<file path="config.mk">
export PLATFORM = sky130hd
export DESIGN_NAME = reg_bus_arbiter
export DESIGN_NICKNAME = d
export VERILOG_FILES = /design/src/rtl/reg_arb_pkg.sv /design/src/rtl/reg_arb_pick.sv /design/src/rtl/reg_bus_arbiter.sv
export SDC_FILE = /design/constraint.sdc
export NUM_CORES = 1
export LEC_CHECK = 0
export ABC_AREA = 0
export CELL_PAD_IN_SITES_DETAIL_PLACEMENT = 1
export CELL_PAD_IN_SITES_GLOBAL_PLACEMENT = 1
export CORE_MARGIN = 4
export CORE_UTILIZATION = 29
export DETAILED_ROUTE_END_ITERATION = 10
export HOLD_SLACK_MARGIN = 0.03
export PLACE_DENSITY = 0.95
export RECOVER_POWER = 25
export SYNTH_ARGS = -nofsm -noshare
export SYNTH_HDL_FRONTEND = slang
export SYNTH_HIERARCHICAL = 1
export SYNTH_SLANG_ARGS = --single-unit
</file>
<file path="constraint.sdc">
create_clock -name SYS_CLK -period 5.6 [get_ports SYS_CLK]
set_clock_uncertainty 0.2 [all_clocks]
set_input_delay 1.4 -clock SYS_CLK [delete_from_list [all_inputs] [get_ports SYS_CLK]]
set_output_delay 1.4 -clock SYS_CLK [all_outputs]
set_load 0.02 [all_outputs]
</file>
<file path="src/rtl/reg_arb_pkg.sv">
// rtl/reg_arb_pkg.sv - shared types and constants for the register bus arbiter
//
// Contents:
//   arb_state_t             FSM state encoding (IDLE, ISSUE, WAIT)
//   REQ_SPI/REQ_PID/REQ_SAFE requester index constants
//   ADDR_W_DEF/DATA_W_DEF   default register address / data widths
package reg_arb_pkg;

    typedef enum logic [1:0] {
        ST_IDLE  = 2'd0,
        ST_ISSUE = 2'd1,
        ST_WAIT  = 2'd2
    } arb_state_t;

    localparam int REQ_SPI  = 0;
    localparam int REQ_PID  = 1;
    localparam int REQ_SAFE = 2;

    localparam int ADDR_W_DEF = 10;
    localparam int DATA_W_DEF = 16;

endpackage

</file>
<file path="src/rtl/reg_arb_pick.sv">
// rtl/reg_arb_pick.sv - combinational winner selection for the register bus arbiter
//
// Ports:
//   req     in  [2:0]  per-requester request (0=SPI, 1=PID, 2=safety)
//   rr_ptr  in  1      round-robin preference between 0 and 1 (0 favours SPI)
//   gnt     out [2:0]  one-hot winner, all zero when no request
//   idx     out [1:0]  index of the winner (0 when no request)
//   valid   out 1      at least one request present
module reg_arb_pick
    import reg_arb_pkg::*;
(
    input  logic [2:0] req,
    input  logic       rr_ptr,
    output logic [2:0] gnt,
    output logic [1:0] idx,
    output logic       valid
);

    always_comb begin
        gnt   = '0;
        idx   = 2'(REQ_SPI);
        valid = |req;
        if (req[REQ_SAFE]) begin
            // Safety/allstop always wins regardless of the round-robin state.
            gnt[REQ_SAFE] = 1'b1;
            idx           = 2'(REQ_SAFE);
        end else if (req[REQ_SPI] && req[REQ_PID]) begin
            if (rr_ptr) begin
                gnt[REQ_PID] = 1'b1;
                idx          = 2'(REQ_PID);
            end else begin
                gnt[REQ_SPI] = 1'b1;
                idx          = 2'(REQ_SPI);
            end
        end else if (req[REQ_SPI]) begin
            gnt[REQ_SPI] = 1'b1;
            idx          = 2'(REQ_SPI);
        end else if (req[REQ_PID]) begin
            gnt[REQ_PID] = 1'b1;
            idx          = 2'(REQ_PID);
        end
    end

endmodule

</file>
<file path="src/rtl/reg_bus_arbiter.sv">
// rtl/reg_bus_arbiter.sv - three-requester arbiter in front of a single register port
//
// Optional feature: define REG_ARB_TIMEOUT_EN to abort a WAIT that sees no
// bus_ack within TIMEOUT_CYCLES cycles (done+err to the owner, rdata=0).
//
// Ports:
//   SYS_CLK    in   1               clock
//   RESET      in   1               asynchronous active-high reset
//   req/we     in   [2:0]           per-requester request / write enable
//   addr       in   [3*ADDR_W-1:0]  per-requester address, slice i = requester i
//   wdata      in   [3*DATA_W-1:0]  per-requester write data
//   gnt        out  [2:0]           one-hot owner for the whole transaction
//   done/err   out  [2:0]           one-cycle completion / abort pulse to the owner
//   rdata      out  [DATA_W-1:0]    read data, valid in the done cycle
//   bus_req    out  1               one-cycle downstream strobe
//   bus_we     out  1               downstream direction
//   bus_addr   out  [ADDR_W-1:0]    latched address
//   bus_wdata  out  [DATA_W-1:0]    latched write data
//   bus_ack    in   1               downstream completion (only looked at in WAIT)
//   bus_rdata  in   [DATA_W-1:0]    downstream read data
module reg_bus_arbiter
    import reg_arb_pkg::*;
#(
    parameter int ADDR_W         = ADDR_W_DEF,
    parameter int DATA_W         = DATA_W_DEF,
    parameter int TIMEOUT_CYCLES = 255
) (
    input  logic                SYS_CLK,
    input  logic                RESET,
    input  logic [2:0]          req,
    input  logic [2:0]          we,
    input  logic [3*ADDR_W-1:0] addr,
    input  logic [3*DATA_W-1:0] wdata,
    output logic [2:0]          gnt,
    output logic [2:0]          done,
    output logic [2:0]          err,
    output logic [DATA_W-1:0]   rdata,
    output logic                bus_req,
    output logic                bus_we,
    output logic [ADDR_W-1:0]   bus_addr,
    output logic [DATA_W-1:0]   bus_wdata,
    input  logic                bus_ack,
    input  logic [DATA_W-1:0]   bus_rdata
);

    arb_state_t          state_q, state_nxt;
    logic [2:0]          gnt_q, gnt_nxt;
    logic [2:0]          done_q, done_nxt;
    logic                bus_req_q, bus_req_nxt;
    logic                bus_we_q, bus_we_nxt;
    logic [ADDR_W-1:0]   bus_addr_q, bus_addr_nxt;
    logic [DATA_W-1:0]   bus_wdata_q, bus_wdata_nxt;
    logic [DATA_W-1:0]   rdata_q, rdata_nxt;
    logic                rr_q, rr_nxt;

    logic [2:0]          pick_gnt;
    logic [1:0]          pick_idx;
    logic                pick_valid;
    logic [ADDR_W-1:0]   sel_addr;
    logic [DATA_W-1:0]   sel_wdata;

`ifdef REG_ARB_TIMEOUT_EN
    localparam int CNT_W = $clog2(TIMEOUT_CYCLES + 1);
    logic [CNT_W-1:0]    cnt_q, cnt_nxt;
    logic [2:0]          err_q, err_nxt;
`else
    // The timeout length only matters when the timeout option is built in.
    localparam int timeout_cycles_unused = TIMEOUT_CYCLES;
`endif

    reg_arb_pick u_pick (
        .req   (req),
        .rr_ptr(rr_q),
        .gnt   (pick_gnt),
        .idx   (pick_idx),
        .valid (pick_valid)
    );

    always_comb begin
        case (pick_idx)
            2'd1:    begin
                sel_addr  = addr[ADDR_W +: ADDR_W];
                sel_wdata = wdata[DATA_W +: DATA_W];
            end
            2'd2:    begin
                sel_addr  = addr[2*ADDR_W +: ADDR_W];
                sel_wdata = wdata[2*DATA_W +: DATA_W];
            end
            default: begin
                sel_addr  = addr[0 +: ADDR_W];
                sel_wdata = wdata[0 +: DATA_W];
            end
        endcase
    end

    always_comb begin
        state_nxt     = state_q;
        gnt_nxt       = gnt_q;
        done_nxt      = '0;
        bus_req_nxt   = 1'b0;
        bus_we_nxt    = bus_we_q;
        bus_addr_nxt  = bus_addr_q;
        bus_wdata_nxt = bus_wdata_q;
        rdata_nxt     = rdata_q;
        rr_nxt        = rr_q;
`ifdef REG_ARB_TIMEOUT_EN
        err_nxt       = '0;
        cnt_nxt       = '0;
`endif
        case (state_q)
            ST_IDLE: begin
                gnt_nxt = '0;
                if (pick_valid) begin
                    gnt_nxt       = pick_gnt;
                    bus_req_nxt   = 1'b1;
                    bus_we_nxt    = |(we & pick_gnt);
                    bus_addr_nxt  = sel_addr;
                    bus_wdata_nxt = sel_wdata;
                    // A 0/1 grant hands preference to the other one; safety grants leave it alone.
                    if (!pick_gnt[REQ_SAFE]) begin
                        rr_nxt = pick_gnt[REQ_SPI];
                    end
                    state_nxt = ST_ISSUE;
                end
            end
            ST_ISSUE: begin
                state_nxt = ST_WAIT;
            end
            ST_WAIT: begin
                if (bus_ack) begin
                    if (!bus_we_q) begin
                        rdata_nxt = bus_rdata;
                    end
                    done_nxt  = gnt_q;
                    gnt_nxt   = '0;
                    state_nxt = ST_IDLE;
                end
`ifdef REG_ARB_TIMEOUT_EN
                else if (cnt_q == CNT_W'(TIMEOUT_CYCLES - 1)) begin
                    done_nxt  = gnt_q;
                    err_nxt   = gnt_q;
                    rdata_nxt = '0;
                    gnt_nxt   = '0;
                    state_nxt = ST_IDLE;
                end else begin
                    cnt_nxt = cnt_q + 1'b1;
                end
`endif
            end
            default: begin
                gnt_nxt   = '0;
                state_nxt = ST_IDLE;
            end
        endcase
    end

    always_ff @(posedge SYS_CLK or posedge RESET) begin
        if (RESET) begin
            state_q     <= ST_IDLE;
            gnt_q       <= '0;
            done_q      <= '0;
            bus_req_q   <= 1'b0;
            bus_we_q    <= 1'b0;
            bus_addr_q  <= '0;
            bus_wdata_q <= '0;
            rdata_q     <= '0;
            rr_q        <= 1'b0;
`ifdef REG_ARB_TIMEOUT_EN
            err_q       <= '0;
            cnt_q       <= '0;
`endif
        end else begin
            state_q     <= state_nxt;
            gnt_q       <= gnt_nxt;
            done_q      <= done_nxt;
            bus_req_q   <= bus_req_nxt;
            bus_we_q    <= bus_we_nxt;
            bus_addr_q  <= bus_addr_nxt;
            bus_wdata_q <= bus_wdata_nxt;
            rdata_q     <= rdata_nxt;
            rr_q        <= rr_nxt;
`ifdef REG_ARB_TIMEOUT_EN
            err_q       <= err_nxt;
            cnt_q       <= cnt_nxt;
`endif
        end
    end

    assign gnt       = gnt_q;
    assign done      = done_q;
    assign bus_req   = bus_req_q;
    assign bus_we    = bus_we_q;
    assign bus_addr  = bus_addr_q;
    assign bus_wdata = bus_wdata_q;
    assign rdata     = rdata_q;
`ifdef REG_ARB_TIMEOUT_EN
    assign err       = err_q;
`else
    assign err       = '0;
`endif

endmodule

</file>
# == After elaboration in Yosys (flattened, before gate mapping) ==
# Index checks and enable logic that the tools add are counted.
# classes
n_eq_ne,6
muxes,25
bitwise_logic,4
n_reduce_logical,9
# op_table
op,n
$pmux 16 s2,1
$pmux 10 s2,1
$mux 2,7
$mux 3,4
$mux 1,10
$pmux 3 s3,1
$pmux 2 s3,1
$reduce_and 2->1,3
$reduce_and 3->1,2
$reduce_or 3->1,2
$eq 2x1->1 const B,2
$eq 2x2->1 const B,2
$ne 2x2->1 const B,2
$and 3x3->3,1
$not 1->1,3
$logic_not 2->1,1
$logic_and 1x1->1,1
# totals
regBits,53
inputBits,103
output_inout_bits,53
word_cells,53

# == Longest topological paths before layout ==
# depth
word_depth,6
mapped_depth,10

# == By module ==
# Netlist, hierarchy kept.
# modules_own_cells
mod,instances,cells_per_inst,area_each_um2,seq_area_each_um2
reg_bus_arbiter,1,220,2436.1,1326.3
reg_arb_pick,1,8,53.8,0.0

# == Least setup slack after synthesis ==
# No wires, ideal clock.
# synth_path
path_kind,input -> register
startpoint,in req[0]
endpoint,reg bus_addr_q[9] (netlist: bus_addr[9])
setup_time_ps,74
arrival_ps,2852
required_time_ps,5326
setup_slack_ps,2473
stages,10
cell_sequence,inv_1 > o211a_1 > buf_4 > inv_1 > ha_1 > buf_2 > inv_1 > clkbuf_1 > o21ai_1 > o21ai_2
# synth_via
elab_chain_len,5
word_cells_on_any_way,9
cone_classes,2 x eq/ne; 4 x mux; 3 x reduce/logical
# synth_lines
element,line,source
"start, declared",reg_bus_arbiter.sv:30,"input logic [2:0] req,"
$mux 2 / $logic_and 1x1->1 (equally long branches),"reg_arb_pick.sv:35, reg_arb_pick.sv:27",
$mux 2 (*),reg_arb_pick.sv:27,end else if (req[REQ_SPI] && req[REQ_PID]) begin
$mux 2 (*),reg_arb_pick.sv:23,if (req[REQ_SAFE]) begin
named net pick_idx[0],reg_bus_arbiter.sv:57,logic [1:0] pick_idx;
$eq 2x2->1 / $eq 2x1->1 (equally long branches),reg_bus_arbiter.sv:80,case (pick_idx)
$pmux 10 s2 (*),reg_bus_arbiter.sv:80,
"end signal, assigned",reg_bus_arbiter.sv:178,bus_addr_q <= bus_addr_nxt;
"end, declared",reg_bus_arbiter.sv:51,"logic [ADDR_W-1:0] bus_addr_q, bus_addr_nxt;"
# The timed path passes the listed nets; every way through them passes the cells marked *.
# A chain may end at the register's enable or synchronous reset.

# == Worst setup path in the final report ==
# layout_path
startpoint,in req[2]
endpoint,reg bus_wdata_q[15] (netlist: bus_wdata[15])
# layout_via
elab_chain_len,3
word_cells_on_any_way,6
cone_classes,2 x eq/ne; 2 x mux; 2 x reduce/logical
# layout_lines
element,line,source
$mux 2,reg_arb_pick.sv:23,
$eq 2x2->1 / $eq 2x1->1 (equally long branches),reg_bus_arbiter.sv:80,
$pmux 16 s2,reg_bus_arbiter.sv:80,
"end signal, assigned",reg_bus_arbiter.sv:179,bus_wdata_q <= bus_wdata_nxt;
"end, declared",reg_bus_arbiter.sv:52,"logic [DATA_W-1:0] bus_wdata_q, bus_wdata_nxt;"
# Parallel ways exist; a longest one is shown, timed or not.

==> flow_summary.yaml <==
cts:
  hold_buffers: 0
  cts_tree: "yes"
  clockBufferDepth: 2
  htreeDepth: 2
  post_cts_buffers: 0
  ctsResizeCount: 0
  clkLatencyLatePin_ps: 300
  cts_root_buffer: "clkbuf_8"
  numCtsBuffers: 5
  clkSlewWorstSetupHoldPaths_ps: 90
  clock_sinks: 53
setup_path:
  crit_type: "input port to register"
  rr_worst_depth: 6
  worst-r2r-setup-slack_ps: 2630
  regToRegStartpoint: "rr_q"
  regToRegEndpoint: "bus_wdata[15]"
  crit_path_start_kind: "input port"
  crit_fanout: 27
  required_ps: 5580
  crit_start: "req[2]"
  worstPathArrival_ps: 4330
  cp-end-kind: "register"
pwr:
  cellLeakagePower_uw: 0.00164
  peakVddDrop_uv: 159
  design_power_total_uw: 1910
  power.density_nw_per_um2: 469
floorplan:
  rows: 33
  ios: 156
  die_area_um2: 10100
  die_h_um: 101
  die_w_um: 101
  initial_core_util: 0.300
  coreArea_um2: 8300
sta:
  hold_violations: 0
  setup_viol: 0
  post-route-period-util: 0.777
  fmax_mhz: 230
  final_max_slew_viol_count: 54
  setup_ws_ps: 1250
  slew_headroom: -0.326
  rsz0062_at_grt: "no"
  tightest_slew_ps: 1990
  setup_tns_ps: 0
  fin_crit_ps: 4350
worst_hold_path:
  hold_path_class: "register to register"
  whs_path_depth: 2
  worstHoldStart: "bus_wdata[13]"
  hold_path_end: "bus_wdata[13]"
yosys:
  yosysSeqAreaShare: 0.533
  synth_top_area_share: 0.533
  ys_dominant_reg_cell: "dfrtp_1"
  synthesis.instances: 228
  synth_largest_area_cell: "dfrtp_1"
  synthArstFlopShare: 1.00
  yosys_warnings: 6
  syn_area_per_cell_um2: 10.9
  synth_top_cells_by_area: "dfrtp_1, o21ai_1, a221oi_1"
  synth_edf_count: 0
  synthesis.area_um2: 2490
  synth_cell_type_count: 25
  ys_ff_latch: 53
drt:
  viasPerCell: 4.95
  vias: 2332
  wl_per_cell_um: 17.2
  drc: 0
  wirelength_um: 8120
  dr.pass1.iters: 5
  drt_iter0_drc: 42
  antenna_left: 0
layout:
  regArea_um2: 1330
  synthToLayoutAreaGrowth_pct: 63.7
  drive_gt1_frac: 0.0902
  antennaDiodeCount: 0
  fill_cells: 920
  multi_input_area_um2: 978
  layout_commonest_cell: "clkdlybuf4s50_1"
  layout_common_cells: "clkdlybuf4s50_1, dfrtp_1, o21ai_1"
  final_nets: 470
  utilization: 0.491
run_status:
  violations: "max-capacitance violations, max-slew violations"
  status: "finished with violations"
placed_design:
  gp_congestion: 0.772
  place_hpwl_um: 6210
  dp_slack_ps: 934
  port_buffers: 152
global_route:
  grt_remaining_overflow: 0
  grt_first_pass_wirelength_um: 12600
  antenna_found_initial: 0
  grtUsageTotal: 0.156
  grt_start_max_net_pins: 54
  grt_pass1_vias: 2535
flow_run:
  drv_cap: 1
[synth_stat cells (2+ instances only)]
cell type   n
nand2_1    28
buf_2       3
o21ai_1    47
mux2_2     17
dfrtp_1    53
and2_1      3
nor2_1      2
ha_1        2
buf_6       6
inv_1       7
clkbuf_1    9
a22o_1      3
buf_4       6
o21ai_2     6
a221oi_1   26
[per-stage QoR]
stage                     instance area (um^2)  instances  hold WS (ps)
after floorplan                           2500        230           305
after global placement                    3990        463           265
after detailed placement                  3990        463           279
after CTS                                 4080        471           300
after global routing                      4080        471           325
final                                     4080        471           291
[flip-flops by register name, indices dropped and copies added, names as in the netlist]
name       count
done           3
rdata         16
bus_addr      10
bus_we         1
bus_req        1
bus_wdata     16
rr_q           1
gnt            3
state_q        2
[power by group]
group	total, uW	internal [uW]	switching [uW]	leakage (uW)
Sequential	659	559	100	0.000657
Clock	210	88.3	122	0.0000374
Combinational	1040	504	540	0.000947
Total	1910	1150	762	0.00164
[critical path, cell delays in order]
cell and delay, ps:
clkdlybuf4s50_1 530, inv_1 110, o211a_1 230, inv_1 70
ha_1 900, inv_1 680, o21ai_1 330, o21ai_2 70
[metal layers]
metal  share of wire  wire [um]  GRT usage  vias to the layer above
met5               0          0          0                        -
met4          0.0099         80     0.0363                        0
met3           0.089        726     0.0464                        6
met2            0.50       4040      0.279                      114
met1            0.40       3260      0.184                     1114
li1                -          -          -                     1098
[logic make-up after synthesis]
family / count (synthesis) / synth area share
and+or+nand+nor: 37 / 0.0689
buffers and inverters: 32 / 0.0774
DFF: 53 / 0.533
adders and majority gates: 2 / 0.0100
muxes: 18 / 0.0809
other: 1 / 0.00151
AOI/OAI and AO/OA: 85 / 0.229
[how the worst max path moves through the flow]
| stage | endpoint | slack (ps) | depth (start not counted) |
|---|---|---|---|
| floorplan | bus_addr[9] | 2470 | 10 |
| global placement | bus_addr[9] | 1080 | 8 |
| detailed placement | bus_wdata[15] | 930 | 8 |
| CTS | bus_wdata[15] | 1230 | 8 |
| global route | bus_addr[9] | 1040 | 8 |
| finish | bus_wdata[15] | 1250 | 8 |
[final cells by class]
type / instances / area share
Clock inverter: 2 / 0.00368
Sequential cell: 53 / 0.325
Multi-Input combinational cell: 145 / 0.240
Inverter: 8 / 0.00767
Clock buffer: 6 / 0.0178
Timing Repair Buffer: 152 / 0.373
Tap cell: 105 / 0.0322
Note: power is estimated with default switching activity, not from simulation.
